<file path="config.mk">
export PLATFORM = sky130hd
export DESIGN_NAME = exc_ctrl
export DESIGN_NICKNAME = d
export VERILOG_FILES = /design/src/rtl/exc_ctrl.sv
export SDC_FILE = /design/constraint.sdc
export NUM_CORES = 1
export LEC_CHECK = 0
export BUFFER_PORTS_ARGS = -buffer_cell sky130_fd_sc_hd__buf_2
export CAP_MARGIN = 30
export CORE_ASPECT_RATIO = 0.5
export CORE_MARGIN = 5
export CORE_UTILIZATION = 44
export CTS_BUF_LIST = sky130_fd_sc_hd__clkbuf_16
export CTS_CLUSTER_DIAMETER = 120
export DETAILED_ROUTE_END_ITERATION = 8
export PLACE_DENSITY = 0.82
export RECOVER_POWER = 25
export SYNTH_ARGS = -nofsm -noshare
export SYNTH_HDL_FRONTEND = slang
export SYNTH_SLANG_ARGS = --single-unit
</file>
<file path="constraint.sdc">
create_clock -name clk -period 2.7 [get_ports clk]
set_input_delay 0.405 -clock clk [delete_from_list [all_inputs] [get_ports clk]]
set_output_delay 0.405 -clock clk [all_outputs]
set_load 0.005 [all_outputs]
</file>
<file path="src/rtl/exc_ctrl.sv">
// Exception/interrupt controller: invalid-opcode, IRQ and ERET handling with fetch redirect.
// Latency: redirect is combinational, so the PC lands on the target one edge after the trigger; ELR/ESR/state update on that edge.
// Backpressure: none; double fault freezes the PC through a self-redirect until reset.
module exc_ctrl #(
    parameter logic [63:0] VECTOR_BASE = 64'h0000_0000_0000_00D8
) (
    input  logic        clk,
    input  logic        reset,
    input  logic [63:0] PC_F,
    input  logic [63:0] NextPC_F,
    input  logic        InvOp_D,
    input  logic        Eret_D,
    input  logic        Irq,
    output logic        EProc_F,
    output logic [63:0] EVAddr_F,
    output logic        Squash_W,
    output logic [63:0] Exc_ELR,
    output logic [3:0]  Exc_ESR,
    output logic        InHandler,
    output logic        Halt
);

    typedef enum logic [1:0] {
        S_IDLE    = 2'd0,
        S_HANDLER = 2'd1,
        S_HALT    = 2'd2
    } state_t;

    localparam logic [3:0] ESR_IRQ    = 4'b0001;
    localparam logic [3:0] ESR_INVOP  = 4'b0010;
    localparam logic [3:0] ESR_ERET   = 4'b0100;
    localparam logic [3:0] ESR_DOUBLE = 4'b1000;

    state_t      r_state;
    state_t      w_state_nxt;
    logic [63:0] r_elr;
    logic [63:0] w_elr_nxt;
    logic [3:0]  r_esr;
    logic [3:0]  w_esr_nxt;
    logic        r_irq_pend;
    logic        w_irq_pend_nxt;

    always_ff @(posedge clk or posedge reset) begin
        if (reset) begin
            r_state    <= S_IDLE;
            r_elr      <= 64'd0;
            r_esr      <= 4'd0;
            r_irq_pend <= 1'b0;
        end else begin
            r_state    <= w_state_nxt;
            r_elr      <= w_elr_nxt;
            r_esr      <= w_esr_nxt;
            r_irq_pend <= w_irq_pend_nxt;
        end
    end

    always_comb begin
        w_state_nxt    = r_state;
        w_elr_nxt      = r_elr;
        w_esr_nxt      = r_esr;
        w_irq_pend_nxt = r_irq_pend;
        EProc_F        = 1'b0;
        EVAddr_F       = VECTOR_BASE;
        Squash_W       = 1'b0;

        case (r_state)
            S_IDLE: begin
                if (InvOp_D) begin
                    EProc_F        = 1'b1;
                    Squash_W       = 1'b1;
                    w_esr_nxt      = ESR_INVOP;
                    w_elr_nxt      = PC_F;
                    w_irq_pend_nxt = r_irq_pend | Irq;
                    w_state_nxt    = S_HANDLER;
                end else if (Eret_D) begin
                    EProc_F        = 1'b1;
                    Squash_W       = 1'b1;
                    w_esr_nxt      = ESR_ERET;
                    w_elr_nxt      = PC_F;
                    w_irq_pend_nxt = r_irq_pend | Irq;
                    w_state_nxt    = S_HANDLER;
                end else if (Irq || r_irq_pend) begin
                    // The interrupted instruction retires, so return resumes after it.
                    EProc_F        = 1'b1;
                    w_esr_nxt      = ESR_IRQ;
                    w_elr_nxt      = NextPC_F;
                    w_irq_pend_nxt = 1'b0;
                    w_state_nxt    = S_HANDLER;
                end
            end
            S_HANDLER: begin
                w_irq_pend_nxt = r_irq_pend | Irq;
                if (InvOp_D) begin
                    Squash_W    = 1'b1;
                    w_esr_nxt   = r_esr | ESR_DOUBLE;
                    w_state_nxt = S_HALT;
                end else if (Eret_D) begin
                    EProc_F     = 1'b1;
                    EVAddr_F    = r_elr;
                    w_state_nxt = S_IDLE;
                end
            end
            S_HALT: begin
                // Redirecting to the current PC holds fetch in place.
                EProc_F  = 1'b1;
                EVAddr_F = PC_F;
                Squash_W = 1'b1;
            end
            default: begin
                w_state_nxt = S_IDLE;
            end
        endcase
    end

    assign Exc_ELR   = r_elr;
    assign Exc_ESR   = r_esr;
    assign InHandler = (r_state == S_HANDLER);
    assign Halt      = (r_state == S_HALT);

endmodule

</file>
==> results.toml <==
[outcome]
outcome = "completed"

[global_routing]
grt_start_max_net_pins = 66
grt_usage = 0.227
antenna_violations_before_repair = 0
number_of_global_route_vias_before_repair = 4551
grt_pass1_wl_mm = 22.1
grt_overflow = 0

[worst_setup_path]
capture_point_of_the_worst_reg_to_reg_path = "Exc_ELR[25]$_DFFE_PP0P_"
critical_path_cell_by_cell = "inv_1, ha_2, and3b_2, buf_6, a22oi_1, nor2b_1, buf_2"
reg2reg_slack_ns = 0.69
regToRegStartpoint = "r_state[0]$_DFFE_PP0P_"
worst_path_largest_cell_delay_ns = 0.42
largest_fanout_of_any_net_on_the_critical_path = 33
cp_slowest_cell = "dfrtp_1"
r2r_cells = 6
setup.worst_path.start_class = "register"
timing.critical_path.max_delay_family = "buffers and inverters"
category_of_the_critical_setup_timing_path = "reg2out"
critPathArrivalTime_ns = 2.11
cp.required_ns = 2.30
critical_path.endpoint_type = "primary output"
cp_num_buf_inv = 3

[floorplanning]
num_rows = 25
top_level_pins = 269
fp.coreArea_sq_um = 9540
die_h_um = 80.2
floorplan.initialDensity = 0.455
chipWidth_um = 150
die_area_sq_um = 12100

[power]
power_density_nw_per_um2 = 1050
power.sequential.fraction = 0.315
relative_contribution_of_combinational_cells_to_total_power = 0.467
p_sw_frac = 0.385
total_power_w = 0.00646
max-vdd-ir-drop_v = 0.000494
power.internal_w = 0.00397
clock_power_share = 0.218
p_sw_w = 0.00249
leakage_nw = 3.12

[synth]
synth_fp_nets = 616
synth.yosys.warnings = 0
postSynthCellCount = 477
syn-cell-area_sq_um = 4340
ys_ff_latch = 71
synth.yosys.seq_area_share = 0.410
post_synth_num_cell_types = 29
ys.flop_type = "dfrtp_1"
number_of_synthesized_flops_with_an_enable_pin = 0
synth_async_sr_flop_share = 1.00
syn-mean-instance-area_sq_um = 9.09

[hold_path]
hold_path_class = "in2async"

[flow_run]
maxCapViolations = 0

[timing]
hold-worst-slack_ns = 0.218
setup_total_negative_slack_ns = 0
finalHoldViolations = 0
clock.fmax_mhz = 397
worst_clock_skew_ns = 0.00330
relSlewSlack = 0.128
period_share = 0.933
setup_viol_count_final = 0
setup_repair_after_global_routing_missed_its_margin = "no"
slew_viol_final = 0
timing.final.crit_period_ns = 2.52
tightest_slew_ns = 1.31

[routing]
routed_wl_mm = 13.8
antenna_violating_nets_post_route = 0
routed-via-count = 4389
drt_first_iter_violations = 223
drc = 0
drt_pass1_iterations = 5
viasPerCell = 5.08
routed_wire_length_per_instance_um = 16.0

[finish]
post_layout_nonfiller_instances = 864
final_core_utilization = 0.643
share_of_layout_cells_above_drive_strength_1 = 0.413
commonest_non_fill_non_tap_cell_in_the_layout = "buf_2"
most_frequent_cells_in_the_layout = "268 x buf_2, 77 x nand2_1, 71 x dfrtp_1, 64 x mux2i_1, 62 x o21ai_0"
layout_filler_cell_count = 786
multi_input_area_sq_um = 2370
flow.area_growth_from_synthesis_pct = 41.4
combined_flip_flop_and_latch_cell_area_sq_um = 1780
layout.nets = 863
n_antenna_cell = 0

[clocking]
clock_tree_from_tritoncts = "built"
worstSkewPairLatency_ns = 0.32
max-clock-path-buffers = 2
clk_pin_slew_ns = 0.05
number_of_levels_in_the_clock_h_tree = 3
cts-buffers-inserted = 9
post_cts_buffers = 0
cts_hold_buf = 0
clock_tree.root_cell = "clkbuf_16"
cts.sink_count = 71

[place]
gp_congestion = 0.841
hpwl_mm = 10.5
place_inst = 848
port_buffers = 268
## layout make-up
| class | instances | share of cell area |
|---|---|---|
| clock buffers | 9 | 0.0367 |
| clock inverters | 7 | 0.0220 |
| inverters | 3 | 0.00184 |
| multi-input cells | 359 | 0.386 |
| flip-flops and latches | 71 | 0.290 |
| well taps | 135 | 0.0275 |
| repair buffers | 280 | 0.236 |
## power groups by stage
stage / sequential [W] / clock [W] / combinational, W
floorplan: 0.00202 / 0 / 0.00174
global placement: 0.00203 / 0 / 0.00292
detailed placement: 0.00204 / 0 / 0.00303
CTS: 0.00203 / 0.00144 / 0.00304
global route: 0.00212 / 0.00149 / 0.00341
finish: 0.00203 / 0.00141 / 0.00301
## state kept, by name, indices dropped and copies added, names as in the netlist
| register | flops |
|---|---|
| r_irq_pend | 1 |
| Exc_ESR | 4 |
| r_state | 2 |
| Exc_ELR | 64 |
## cell usage after synthesis, drive strengths merged (3+ instances only)
cell | count | share of area
clkbuf | 27 | 0.023
buf | 17 | 0.024
inv | 3 | 0.0026
o21ai | 70 | 0.081
nor2 | 4 | 0.0035
nand2 | 77 | 0.067
nor2b | 60 | 0.087
a22oi | 59 | 0.10
ha | 6 | 0.017
dfrtp | 71 | 0.41
nand3 | 4 | 0.0046
mux2i | 64 | 0.15
## how the worst max path moves through the flow
| stage | from | end | slack [ns] | cells after the start |
|---|---|---|---|---|
| 2_1_floorplan | reset | Exc_ELR[0]$_DFFE_PP0P_ | 0.50 | 1 |
| 6_report | r_state[1]$_DFFE_PP0P_ | EVAddr_F[0] | 0.18 | 7 |
| 3_3_place_gp | r_state[1]$_DFFE_PP0P_ | EVAddr_F[44] | 0.58 | 7 |
| 5_1_grt | r_state[1]$_DFFE_PP0P_ | EVAddr_F[0] | 0.03 | 7 |
| 4_1_cts | r_state[1]$_DFFE_PP0P_ | EVAddr_F[0] | 0.06 | 7 |
| 3_5_place_dp | r_state[1]$_DFFE_PP0P_ | EVAddr_F[0] | 0.42 | 7 |
## layer usage
layer,GRT usage,vias to the layer above,part of all wire
met5,0,-,0
met4,0.0958,0,0.027
met3,0.0440,30,0.053
met2,0.422,137,0.54
met1,0.255,2045,0.38
li1,-,2177,-
## stage by stage
stage               instance area [sq um]  worst slack, ns
finish                               6130            0.181
global route                         6130           0.0297
CTS                                  6130           0.0588
detailed placement                   5770            0.420
global placement                     5770            0.582
floorplan                            4340            0.498
## repair_timing
item | CTS | global route
resized for setup | 0 | 4
hold endpoints to repair | 0 | 0
setup endpoints to repair | 0 | 60
## cell families after synthesis
group,Yosys count,share of synthesized area
adder cells (fa/ha/maj),6,0.0173
flip-flops,71,0.410
AO/OA/AOI/OAI,137,0.202
AND/OR/NAND/NOR,151,0.171
buffers and inverters,47,0.0502
multiplexers,65,0.150
Note: power is estimated with default switching activity, not from simulation.
